==> src/rtl/brch_tag_ctrl.sv <==
// brch_tag_ctrl: allocates/retires branch checkpoint tags in an in-order ring and sequences mispredict flushes.
// Define BRCH_TAG_CHK_EN to build the sticky tag_err index checker.
module brch_tag_ctrl #(
  parameter int NUM_TAGS   = 4,
  parameter int TAG_W      = 2,
  parameter int IDX_W      = 6,
  parameter int POS_W      = 7,
  parameter int FLUSH_HOLD = 2
) (
  input  logic                clk,
  input  logic                rst,
  input  logic                dec_vld,
  input  logic [3:0]          dec_brch,
  input  logic [IDX_W-1:0]    dec_indx,
  input  logic [4*POS_W-1:0]  dec_pos,
  output logic [4*TAG_W-1:0]  alloc_tag,
  output logic                stall_dec,
  input  logic                cmt_brch,
  input  logic [IDX_W-1:0]    cmt_brch_indx,
  input  logic                mis_pred,
  input  logic [IDX_W-1:0]    brch_mis_indx,
  input  logic                flush_ack,
  output logic                flush,
  output logic [POS_W-1:0]    flush_pos,
  output logic [NUM_TAGS-1:0] flush_mask,
  output logic                all_nop,
  output logic [TAG_W:0]      free_cnt,
  output logic                tag_err
);
  localparam int CNT_W = TAG_W + 1;
  localparam int CW = TAG_W + 2;
  typedef enum logic [1:0] {IDLE, FLUSH, DRAIN} state_t;
  state_t r_state, w_state_nx;
  logic [NUM_TAGS-1:0] r_vld;
  logic [IDX_W-1:0] r_indx [NUM_TAGS];
  logic [POS_W-1:0] r_pos [NUM_TAGS];
  logic [TAG_W-1:0] r_head, r_tail;
  logic [CNT_W-1:0] r_count, r_free;
  logic [POS_W-1:0] r_flush_pos;
  logic [NUM_TAGS-1:0] r_flush_mask;
  logic [2:0] r_hold;
  logic w_idle, w_pop, w_mis, w_hit, w_fit, w_alloc, w_ack;
  logic [2:0] w_n;
  logic [TAG_W-1:0] w_e;
  logic [NUM_TAGS-1:0] w_kill, w_vld_pop;
  logic [CNT_W-1:0] w_kcnt, w_count_nx;
  logic [CW-1:0] w_room;
  // Lane tags are tail plus the number of older branch lanes in the group.
  always_comb begin
    w_n = 3'd0;
    alloc_tag = '0;
    for (int k = 0; k < 4; k++) begin
      if (dec_brch[k]) alloc_tag[k*TAG_W +: TAG_W] = r_tail + w_n[TAG_W-1:0];
      w_n = w_n + {2'b0, dec_brch[k]};
    end
    if (!dec_vld) w_n = 3'd0;
  end
  assign w_idle = r_state == IDLE;
  assign w_pop = cmt_brch && r_vld[r_head] && cmt_brch_indx == r_indx[r_head];
  assign w_room = CW'(NUM_TAGS) - CW'(r_count) + CW'(w_pop);
  assign w_fit = CW'(w_n) <= w_room;
  assign w_mis = w_idle && mis_pred;
  assign w_alloc = w_idle && !mis_pred && dec_vld && w_fit;
  assign w_ack = r_state == FLUSH && flush_ack;
  assign stall_dec = (dec_vld && !w_fit) || mis_pred || !w_idle;
  assign all_nop = w_mis || !w_idle;
  assign flush = r_state == FLUSH;
  assign flush_pos = r_flush_pos;
  assign flush_mask = r_flush_mask;
  assign free_cnt = r_free;
  // Search sees the queue after this cycle's commit; oldest match wins.
  always_comb begin
    w_vld_pop = r_vld;
    if (w_pop) w_vld_pop[r_head] = 1'b0;
    w_hit = 1'b0;
    w_e = '0;
    for (int k = NUM_TAGS - 1; k >= 0; k--)
      if (w_vld_pop[r_head + TAG_W'(k)] && r_indx[r_head + TAG_W'(k)] == brch_mis_indx) begin
        w_hit = 1'b1;
        w_e = r_head + TAG_W'(k);
      end
    w_kill = '0;
    w_kcnt = '0;
    for (int k = 0; k < NUM_TAGS; k++)
      if (w_hit && w_vld_pop[k] && (TAG_W'(k) - r_head) > (w_e - r_head)) begin
        w_kill[k] = 1'b1;
        w_kcnt = w_kcnt + CNT_W'(1);
      end
    w_count_nx = r_count - CNT_W'(w_pop);
    if (w_alloc) w_count_nx = w_count_nx + CNT_W'(w_n);
    if (w_mis) w_count_nx = w_count_nx - w_kcnt;
  end
  always_comb
    w_state_nx = w_mis ? FLUSH : w_ack ? DRAIN : (r_state == DRAIN && r_hold == 3'd0) ? IDLE : r_state;
  always_ff @(posedge clk) begin
    if (rst) begin
      r_state <= IDLE;
      r_vld <= '0;
      r_head <= '0;
      r_tail <= '0;
      r_count <= '0;
      r_free <= CNT_W'(NUM_TAGS);
      r_flush_pos <= '0;
      r_flush_mask <= '0;
      r_hold <= '0;
    end else begin
      r_state <= w_state_nx;
      r_count <= w_count_nx;
      r_free <= CNT_W'(NUM_TAGS) - w_count_nx;
      if (w_pop) begin
        r_vld[r_head] <= 1'b0;
        r_head <= r_head + TAG_W'(1);
      end
      if (w_mis) begin
        r_vld <= w_vld_pop & ~w_kill;
        r_tail <= w_hit ? w_e + TAG_W'(1) : r_tail;
        r_flush_pos <= w_hit ? r_pos[w_e] : dec_pos[POS_W-1:0];
        r_flush_mask <= w_kill;
      end
      if (w_alloc) begin
        for (int k = 0; k < 4; k++)
          if (dec_brch[k]) begin
            r_vld[alloc_tag[k*TAG_W +: TAG_W]] <= 1'b1;
            r_indx[alloc_tag[k*TAG_W +: TAG_W]] <= dec_indx + IDX_W'(k);
            r_pos[alloc_tag[k*TAG_W +: TAG_W]] <= dec_pos[k*POS_W +: POS_W];
          end
        r_tail <= r_tail + w_n[TAG_W-1:0];
      end
      if (w_ack) begin
        r_flush_mask <= '0;
        r_hold <= 3'(FLUSH_HOLD - 1);
      end else if (r_state == DRAIN && r_hold != 3'd0) r_hold <= r_hold - 3'd1;
    end
  end
`ifdef BRCH_TAG_CHK_EN
  logic r_tag_err;
  always_ff @(posedge clk) begin
    if (rst) r_tag_err <= 1'b0;
    else if ((cmt_brch && !w_pop) || (w_mis && !w_hit)) r_tag_err <= 1'b1;
  end
  assign tag_err = r_tag_err;
`else
  assign tag_err = 1'b0;
`endif
endmodule
==> config.mk <==
export PLATFORM = sky130hd
export DESIGN_NAME = brch_tag_ctrl
export DESIGN_NICKNAME = d
export VERILOG_FILES = /design/src/rtl/brch_tag_ctrl.sv
export SDC_FILE = /design/constraint.sdc
export NUM_CORES = 1
export LEC_CHECK = 0
export ABC_AREA = 1
export CAP_MARGIN = 0
export CORE_MARGIN = 2
export CORE_UTILIZATION = 57
export DETAILED_ROUTE_END_ITERATION = 7
export PLACE_DENSITY = 0.9
export SYNTH_ARGS = -nofsm -noshare
export SYNTH_HDL_FRONTEND = slang
export SYNTH_SLANG_ARGS = --single-unit
==> constraint.sdc <==
create_clock -name clk -period 9.7 [get_ports clk]
set_input_delay 1.455 -clock clk [delete_from_list [all_inputs] [get_ports clk]]
set_output_delay 1.455 -clock clk [all_outputs]
set_load 0.03 [all_outputs]
==> Word-level counts from Yosys, hierarchy flattened <==
Memory sizes are Yosys's and may differ from the RTL's. A register that Yosys moved wholly into a read port is not among the register bits.
Cells that the tools add are included.
{ "word_totals": {"reg_bits": 30, "ram_bits": 52, "input_bits": 56, "out_inout_bits": 26, "elab_cells": 203, "memories": 2} }
{ "mem_list": {"columns": ["memory", "depth", "word_bits", "read_ports", "rd_ports_with_merged_regs", "write_ports", "line", "text"], "rows": [
  ["r_pos", 4, 7, 1, 0, 4, "36", "logic [POS_W-1:0] r_pos [NUM_TAGS];"],
  ["r_indx", 4, 6, 4, 1, 4, "35", "logic [IDX_W-1:0] r_indx [NUM_TAGS];"]
]} }
{ "op_classes": {"addsub": 29, "order_cmp": 18, "n_eq_ne": 7, "muxes": 84, "n_bitwise": 8, "reduce_logical": 44} }
{ "op_table": {"columns": ["cell", "count"], "rows": [
  ["4-bit 2-to-1 mux", 14],
  ["1-bit 2-to-1 mux", 38],
  ["6-bit equality test", 5],
  ["2-bit 2-to-1 mux", 15],
  ["1-bit logical AND", 27],
  ["2-bit by 3-bit less-than comparator with 1-bit output, second input constant", 8],
  ["3-bit 2-to-1 mux", 6],
  ["4-bit bitwise OR", 4],
  ["6-bit by 2-bit adder with 6-bit output, second input constant", 2],
  ["1-bit binary-select mux with 2-bit select", 5],
  ["1-bit demux with 2-bit select", 5],
  ["2-bit by 1-bit greater-or-equal comparator with 1-bit output, second input constant", 5],
  ["3-bit by 1-bit adder with 3-bit output, second input constant", 3],
  ["4-bit bitwise AND", 2],
  ["2-bit > comparator", 4],
  ["4-bit inverter", 2],
  ["2-bit nonzero test", 4],
  ["7-bit 2-to-1 mux", 1],
  ["2-bit adder", 3],
  ["6-bit by 1-bit adder with 6-bit output, second input constant", 1],
  ["3-bit nonzero test", 2],
  ["2-bit by 1-bit adder with 2-bit output, second input constant", 2],
  ["2-bit adder, second input constant", 2],
  ["4-bit by 1-bit adder with 4-bit output", 1],
  ["other kinds (22)", 29]
]} }

==> Longest topological paths before layout <==
Gate-level depths: netlist (run 1).
{ "logic_depth": {"depth_word": 37, "ltp_mapped": 45, "mapped_depth_nobuf": 43} }

==> Least setup slack after synthesis (run 1) <==
Ideal clock, no wire load.
{ "synth_path": {"path_kind": "input-to-reg", "startpoint": "in brch_mis_indx[0]", "endpoint": "reg r_free[2] (netlist: free_cnt[2])", "setup_ns": 0.129, "arrival_ns": 5.743, "setup_slack_ns": 3.828, "path_stages": 34, "n_path_buf": 2, "cell_sequence": "clkbuf_1 xor2_1 nand2_1 nor4_4 o211ai_2 nand2_1 nand2_1 nand2_2 buf_2 ha_1 nand3_1 nand2_2 inv_2 ha_1 a21oi_1 nor2_1 nand2_1 a21oi_4 inv_1 nand2_1 o21a_1 inv_1 ha_1 nor2_1 a21oi_1 fa_1 inv_1 nand4_1 nand2_1 nand4_1 nand3_1 nand2_1 nand3_1 nand3_1"} }
{ "synth_via": {"elab_chain_cells": 19, "word_cells_on_any_way": 39, "classes_between": "6 x add/sub; 4 x order compare; 4 x eq/ne; 13 x mux; 12 x reduce/logical"} }
{ "synth_lines": {"columns": ["item", "line", "text"], "rows": [
  ["start: declaration", "21", "input logic [IDX_W-1:0] brch_mis_indx,"],
  ["6-bit equality test", "78", "if (w_vld_pop[r_head + TAG_W'(k)] && r_indx[r_head + TAG_W'(k)] == brch_mis_indx) begin"],
  ["1-bit logical AND", "78", null],
  ["2-bit 2-to-1 mux (4 in a row)", "78", null],
  ["2-bit subtractor", "85", "if (w_hit && w_vld_pop[k] && (TAG_W'(k) - r_head) > (w_e - r_head)) begin"],
  ["2-bit > comparator", "85", null],
  ["1-bit logical AND", "85", null],
  ["1-bit 2-to-1 mux", "85", null],
  ["3-bit by 1-bit adder with 3-bit output", "87", "w_kcnt = w_kcnt + CNT_W'(1);"],
  ["3-bit 2-to-1 mux", "85", null],
  ["3-bit by 1-bit adder with 3-bit output", "87", null],
  ["3-bit 2-to-1 mux", "85", null],
  ["3-bit by 1-bit adder with 3-bit output", "87", null],
  ["3-bit 2-to-1 mux *", "85", null],
  ["3-bit subtractor *", "91", "if (w_mis) w_count_nx = w_count_nx - w_kcnt;"],
  ["3-bit 2-to-1 mux *", "91", null],
  ["3-bit subtractor *", "109", "r_free <= CNT_W'(NUM_TAGS) - w_count_nx;"],
  ["end signal: assignment", "102", "r_free <= CNT_W'(NUM_TAGS);"],
  ["end signal: assignment", "109", null],
  ["end: declaration", "38", "logic [CNT_W-1:0] r_count, r_free;"]
]} }
Mark *: on every way between the ends. The rest lies on a longest branch, timed or not.
A chain may end at the register's enable or synchronous reset.

==> Final worst setup path (run 1) <==
{ "layout_path": {"startpoint": "reg r_head[0]", "endpoint": "reg r_free[2] (netlist: free_cnt[2])"} }
{ "layout_via": {"elab_chain_cells": 27, "word_cells_on_any_way": 72, "classes_between": "16 x add/sub; 7 x order compare; 3 x eq/ne; 27 x mux; 2 x bitwise; 16 x reduce/logical; 1 x memory"} }
{ "layout_lines": {"columns": ["item", "line", "text"], "rows": [
  ["start: declaration", "37", "logic [TAG_W-1:0] r_head, r_tail;"],
  ["start signal: assignment", "112", "r_head <= r_head + TAG_W'(1);"],
  ["2-bit by 3-bit less-than comparator with 1-bit output (not written as such) / 2-bit by 1-bit greater-or-equal comparator with 1-bit output (equally long branches)", "74", "if (w_pop) w_vld_pop[r_head] = 1'b0;"],
  ["1-bit logical AND (not written as such)", "74", null],
  ["1-bit 2-to-1 mux (not written as such)", "74", null],
  ["1-bit demux with 2-bit select", "74", null],
  ["4-bit inverter (no line)", null, null],
  ["4-bit bitwise AND (no line)", null, null],
  ["4-bit 2-to-1 mux", "74", null],
  ["1-bit binary-select mux with 2-bit select", "78", null],
  ["(+11 left out)", null, null],
  ["3-bit 2-to-1 mux", "85", null],
  ["3-bit by 1-bit adder with 3-bit output", "87", null],
  ["3-bit 2-to-1 mux", "85", null],
  ["3-bit by 1-bit adder with 3-bit output", "87", null],
  ["3-bit 2-to-1 mux", "85", null],
  ["3-bit subtractor", "91", null],
  ["3-bit 2-to-1 mux *", "91", null],
  ["3-bit subtractor *", "109", null]
]} }
Mark *: on every way between the ends. The rest lies on a longest branch, timed or not. The select of a mux whose other input is x is not followed.

==> results of run 1 <==
## worst paths after layout
| path | end | slack [ns] | depth (start not counted) |
|---|---|---|---|
| worst min register to register | flush_mask[2]$_SDFFE_PP0P_ | 0.46 | 2 |
| worst min-delay path | flush_mask[2]$_SDFFE_PP0P_ | 0.46 | 2 |
| worst max register to register | free_cnt[2]$_SDFF_PP1_ | 2.06 | 34 |
| worst max-delay path | free_cnt[2]$_SDFF_PP1_ | 2.06 | 34 |
## final cells by class
cell class | count | area, um^2
clock inverter | 1 | 5.00
sequential | 83 | 2180
multi-input combinational | 792 | 4350
tap | 172 | 215
timing repair buffer | 86 | 846
inverter | 147 | 552
clock buffer | 15 | 290
fill | 1019 | 4130
## layer usage
layer / track usage / vias to the layer above / share of wire
met4: 0.104 / 0 / 0.030
met3: 0.0536 / 64 / 0.095
li1: - / 3668 / -
met5: 0 / - / 0
met1: 0.436 / 3377 / 0.43
met2: 0.494 / 459 / 0.45
## tightest hold or removal path: cells and delay by family, from the launching register on
kind / cells / cell delay (ns)
compound gates: 1 / 0.05
flops: 1 / 0.31
simple gates: 1 / 0.06
## cell usage after synthesis, types with 2 or more instances
library cell / n
nand4_2: 2
o41ai_1: 2
nand2_2: 7
o31ai_1: 7
clkinv_1: 3
nand3_1: 89
a22oi_1: 18
nor2_4: 3
o211ai_1: 10
buf_4: 4
and2_1: 2
ha_1: 34
dfxtp_1: 31
inv_2: 10
o21ai_1: 17
nand2_1: 255
a21oi_1: 87
or2_2: 4
nand3_2: 3
edfxtp_1: 52
fa_1: 4
a221oi_1: 6
o21ai_0: 66
o221ai_1: 10
inv_1: 134
clkbuf_1: 26
nor2_1: 83
xnor2_1: 12
nor3_1: 5
xor2_1: 33
buf_6: 4
o22ai_1: 4
o2111ai_1: 3
nand4_1: 9
nand3b_1: 6
buf_2: 7
## sequential cells by signal, summed over array words and instances, names as in the netlist, named ones only
| signal | count |
|---|---|
| r_pos | 28 |
| r_indx | 24 |
| flush_pos | 7 |
| flush_mask | 4 |
| r_vld | 4 |
| r_count | 3 |
| r_hold | 3 |
| free_cnt | 2 |
| r_head | 2 |
| r_state | 2 |
| r_tail | 2 |
## per-stage QoR
step / utilization / area, um^2 / worst slack (ns)
3_3_place_gp: 0.648 / 8140 / 2.46
4_1_cts: 0.671 / 8440 / 2.19
3_5_place_dp: 0.648 / 8140 / 2.27
6_report: 0.671 / 8440 / 2.06
5_1_grt: 0.671 / 8440 / 1.46
2_1_floorplan: - / 7290 / 3.83
## power by group through the flow
| stage | Sequential, mW | Combinational, mW | Clock (mW) |
|---|---|---|---|
| 6_report | 0.413 | 0.296 | 0.337 |
| 5_1_grt | 0.415 | 0.328 | 0.352 |
| 4_1_cts | 0.413 | 0.292 | 0.337 |
| 3_5_place_dp | 0.420 | 0.289 | 0 |
| 3_3_place_gp | 0.419 | 0.282 | 0 |
| 2_1_floorplan | 0.424 | 0.181 | 0 |
## cell families after synthesis
kind of cell             Yosys count  synth area share
flip-flops                        83             0.299
adder cells (fa/ha/maj)           39            0.0709
other                              1          0.000514
buffers and inverters            189             0.105
XOR/XNOR                          45            0.0540
AO/OA/AOI/OAI                    236             0.190
AND/OR/NAND/NOR                  471             0.281
==> impl_metrics.ini, run 1 <==
[synthesis]
async_reset_ff_frac = 0
seq_area_frac_synth = 0.299
syn-cell-area_mm2 = 0.00729
synthTopCellsByArea = edfxtp_1, nand2_1, dfxtp_1
ys.flop_type = edfxtp_1
ys_ff_latch = 83
yosysTopAreaCell = edfxtp_1
syn_nets = 1158
synthDominantCellAreaShare = 0.214
synth-edff-count = 52
synth.distinct_cells = 48
avgSynthCellArea_um2 = 6.85
syn_inst = 1064
yosys_warnings = 0

[timing]
fmax_mhz = 131
finalSetupTns_ns = 0
slew_viol_final = 0
setup_viol = 0
fin_crit_sh = 0.787
whs_ns = 0.463
tightest_slew_ns = 1.18
hold_violations = 0
relSlewSlack = 0.211
grt_setup_unrepaired = no
fin_crit_ns = 7.64
finClkSkew_ns = 0.00795

[floorplanning]
io_pins = 82
dieHeight_um = 117
initial_core_util = 0.580
die_w_um = 117
coreArea_mm2 = 0.0126
rows = 41
die_area_mm2 = 0.0137

[power_and_ir_drop]
ir_drop_mv = 0.0896
clkPwrFrac = 0.322
p_switching_mw = 0.330
sw_frac_of_total = 0.316
leakagePower_nw = 3.83
p_int_mw = 0.715
p_per_area_mw_per_mm2 = 124
finalPower_mw = 1.05
pwr-share-comb = 0.283
power_frac_seq = 0.395

[global_route]
grt_pass1_vias = 6867
grt_use_total = 0.312
overflow = 0
grt_pass1_wl_mm = 33.7
antenna_found_initial = 0
grt_max_degree = 39

[hold_path]
hp-start = flush_mask[2]$_SDFFE_PP0P_
hold_path_class = flip-flop to flip-flop

[cts]
clk_pin_slew_ns = 0.06
clk_latency_ns = 0.34
cts.sinks = 83
cts-resized-gates = 0
ctsHoldBuffers = 0
cts_tree = yes
cts_buffer_depth = 2
cts_root_buffer = clkbuf_16
cts_made_buffers = 9
post_cts_buffers = 0
h-tree-depth = 3

[cells_and_area]
final_common_cell = nand2_1
drive_gt1_frac = 0.0472
syn_to_final_growth_pct = 15.7
num-nets-final = 1213
antenna_cells = 0
final_cell_mix = nand2_1, inv_1, nand3_1
instances_no_fill = 1296

[route]
drtPass1Iterations = 6
drc_errors = 0
ant_nets = 0
drt-wirelength-per-cell_um = 16.1
via_per_inst = 5.84
drt_iter0_markers = 862
vias = 7568
routed_wirelength_mm = 20.9

[placed_design]
dp.cells = 1280
hpwlAfterDp_mm = 15.8
globalplace.congestion = 0.993
port_buffers = 80

[worst_setup_path]
cp_data_required_time_ns = 9.90
cp_top_family = adder cells
crit_type = flip-flop to flip-flop
crit_start = r_head[0]$_SDFFE_PP0N_
path_common_cell = nand2_1
critical_path_peak_fanout = 38
slowest_delay_ns = 1.11
crit_slowest_cell = dfxtp_1
reg2reg_from = r_head[0]$_SDFFE_PP0N_
critPathLaunchType = flip-flop
path_buf_inv = 5
cp.arrival_ns = 7.84
endpoint_kind = flip-flop

[run]
drv_cap = 0

[outcome]
status = finished clean
No activity file was read; power rests on OpenSTA's default activity.
==> inputs of run 2 (changes only) <==
--- a/config.mk
+++ b/config.mk
@@ -8,9 +8,9 @@
 export ABC_AREA = 1
 export CAP_MARGIN = 0
 export CORE_MARGIN = 2
-export CORE_UTILIZATION = 57
+export CORE_UTILIZATION = 52
 export DETAILED_ROUTE_END_ITERATION = 7
-export PLACE_DENSITY = 0.9
+export PLACE_DENSITY = 0.87
 export SYNTH_ARGS = -nofsm -noshare
 export SYNTH_HDL_FRONTEND = slang
 export SYNTH_SLANG_ARGS = --single-unit
==> constraint.sdc (replaced) <==
create_clock -name clk -period 6.9 [get_ports clk]
set_input_delay 1.035 -clock clk [delete_from_list [all_inputs] [get_ports clk]]
set_output_delay 1.035 -clock clk [all_outputs]
set_load 0.03 [all_outputs]
==> impl_metrics.ini, run 2 (synthesis gave the netlist of run 1 again) <==
[route]
drtPass1Iterations = 5
drt-wirelength-per-cell_um = 16.5
routed_wirelength_mm = 21.7
drt_iter0_markers = 948
drc_errors = 0
via_per_inst = 5.78
vias = 7586
ant_nets = 0

[timing]
grt_setup_unrepaired = no
fin_crit_sh = 0.873
hold_violations = 0
relSlewSlack = 0.499
fmax_mhz = 166
tightest_slew_ns = 0.749
setup_viol = 0
fin_crit_ns = 6.02
slew_viol_final = 0
layout_setup_ws_ns = 0.876
finClkSkew_ns = 0.0119
finalSetupTns_ns = 0

[worst_setup_path]
crit_slowest_cell = ha_1
timing.rr.end = free_cnt[2]$_SDFF_PP1_
r2r_cells = 38
slowest_delay_ns = 0.67
path_common_cell = nand2_1
endpoint_kind = flip-flop
rrSetupSlack_ns = 0.88
cp_data_required_time_ns = 7.12
cp.arrival_ns = 6.25
crit_type = flip-flop to flip-flop
critPathLaunchType = flip-flop
reg2reg_from = r_head[1]$_SDFFE_PP0N_
critical_path_peak_fanout = 18

[hold_path]
whs_path_depth = 2
hp-start = flush_mask[3]$_SDFFE_PP0P_
hold-path-endpoint = flush_mask[3]$_SDFFE_PP0P_
hold_path_class = flip-flop to flip-flop

[cts]
h-tree-depth = 3
clk_latency_ns = 0.35
ctsHoldBuffers = 0
cts_tree = yes
cts_made_buffers = 9
cts_root_buffer = clkbuf_16
cts-resized-gates = 0
cts.sinks = 83
cts_buffer_depth = 2
clk_pin_slew_ns = 0.07
post_cts_buffers = 0

[global_route]
grt_pass1_wl_mm = 34.8
grt_max_degree = 38
grt_pass1_vias = 7061
overflow = 0
antenna_found_initial = 0
grt_use_total = 0.294

[floorplanning]
initial_core_util = 0.529
die_w_um = 122
die_area_mm2 = 0.0150
rows = 43
dieHeight_um = 122
coreArea_mm2 = 0.0138
io_pins = 82

[power_and_ir_drop]
leakagePower_nw = 3.88
p_per_area_mw_per_mm2 = 174
ir_drop_mv = 0.159
finalPower_mw = 1.48

[outcome]
status = finished clean

[placed_design]
pre_cts_ws_ns = 0.587
port_buffers = 80
hpwlAfterDp_mm = 16.3
globalplace.congestion = 0.964

[run]
drv_cap = 0

[cells_and_area]
final_common_cell = nand2_1
multi_input_area_mm2 = 0.00435
final_util = 0.619
largest_reg_flops = 28
drive_gt1_frac = 0.0583
fill_cells = 1258
final_cell_mix = nand2_1, inv_1, nand3_1
seqCellArea_mm2 = 0.00218
syn_to_final_growth_pct = 16.8
num-nets-final = 1222
antenna_cells = 0
==> run 2: worst max-delay path: cells and delay by family, from the launching register on <==
kind | cells | cell delay [ns]
adders and majority gates | 5 | 1.96
xor gates and xnor gates | 1 | 0.18
buffers and inverters | 7 | 0.78
DFF | 1 | 0.33
AOI/OAI and AO/OA | 6 | 0.95
and+or+nand+nor | 19 | 1.72
==> run 2: power by group <==
group | total (mW) | switching [mW] | internal, mW
registers | 0.580 | 0.0193 | 0.561
logic | 0.415 | 0.257 | 0.157
clock network | 0.488 | 0.215 | 0.272
==> run 2: worst max path at each step <==
stage	start	to	slack, ns
final	r_head[1]$_SDFFE_PP0N_	free_cnt[2]$_SDFF_PP1_	0.88
after global routing	r_head[1]$_SDFFE_PP0N_	free_cnt[2]$_SDFF_PP1_	0.27
after detailed placement	dec_brch[0]	r_indx[1][4]$_DFFE_PP_	0.59
after global placement	dec_brch[0]	r_indx[1][4]$_DFFE_PP_	0.76
after floorplan	r_head[0]$_SDFFE_PP0N_	free_cnt[2]$_SDFF_PP1_	1.23
after CTS	r_head[1]$_SDFFE_PP0N_	free_cnt[2]$_SDFF_PP1_	0.91
==> run 2: cell type report <==
cell class / count / share of cell area
clock inverter: 6 / 0.00602
timing repair buffer: 95 / 0.107
inverter: 147 / 0.0648
multi-input combinational: 792 / 0.510
sequential: 83 / 0.256
clock buffer: 10 / 0.0294
tap: 180 / 0.0264
==> run 2: stage by stage <==
step | cell area (um^2) | instances | hold slack [ns]
3_5_place_dp | 8220 | 1297 | 0.458
6_report | 8520 | 1313 | 0.466
3_3_place_gp | 8220 | 1297 | 0.454
4_1_cts | 8520 | 1313 | 0.468
5_1_grt | 8520 | 1313 | 0.497
2_1_floorplan | 7290 | 1064 | 0.467
==> run 2: routing by layer <==
layer	vias to the layer above	track usage	share of wire
li1	3690	-	-
met1	3434	0.410	0.43
met2	414	0.464	0.46
met3	48	0.0432	0.088
met4	0	0.103	0.025
met5	-	0	0
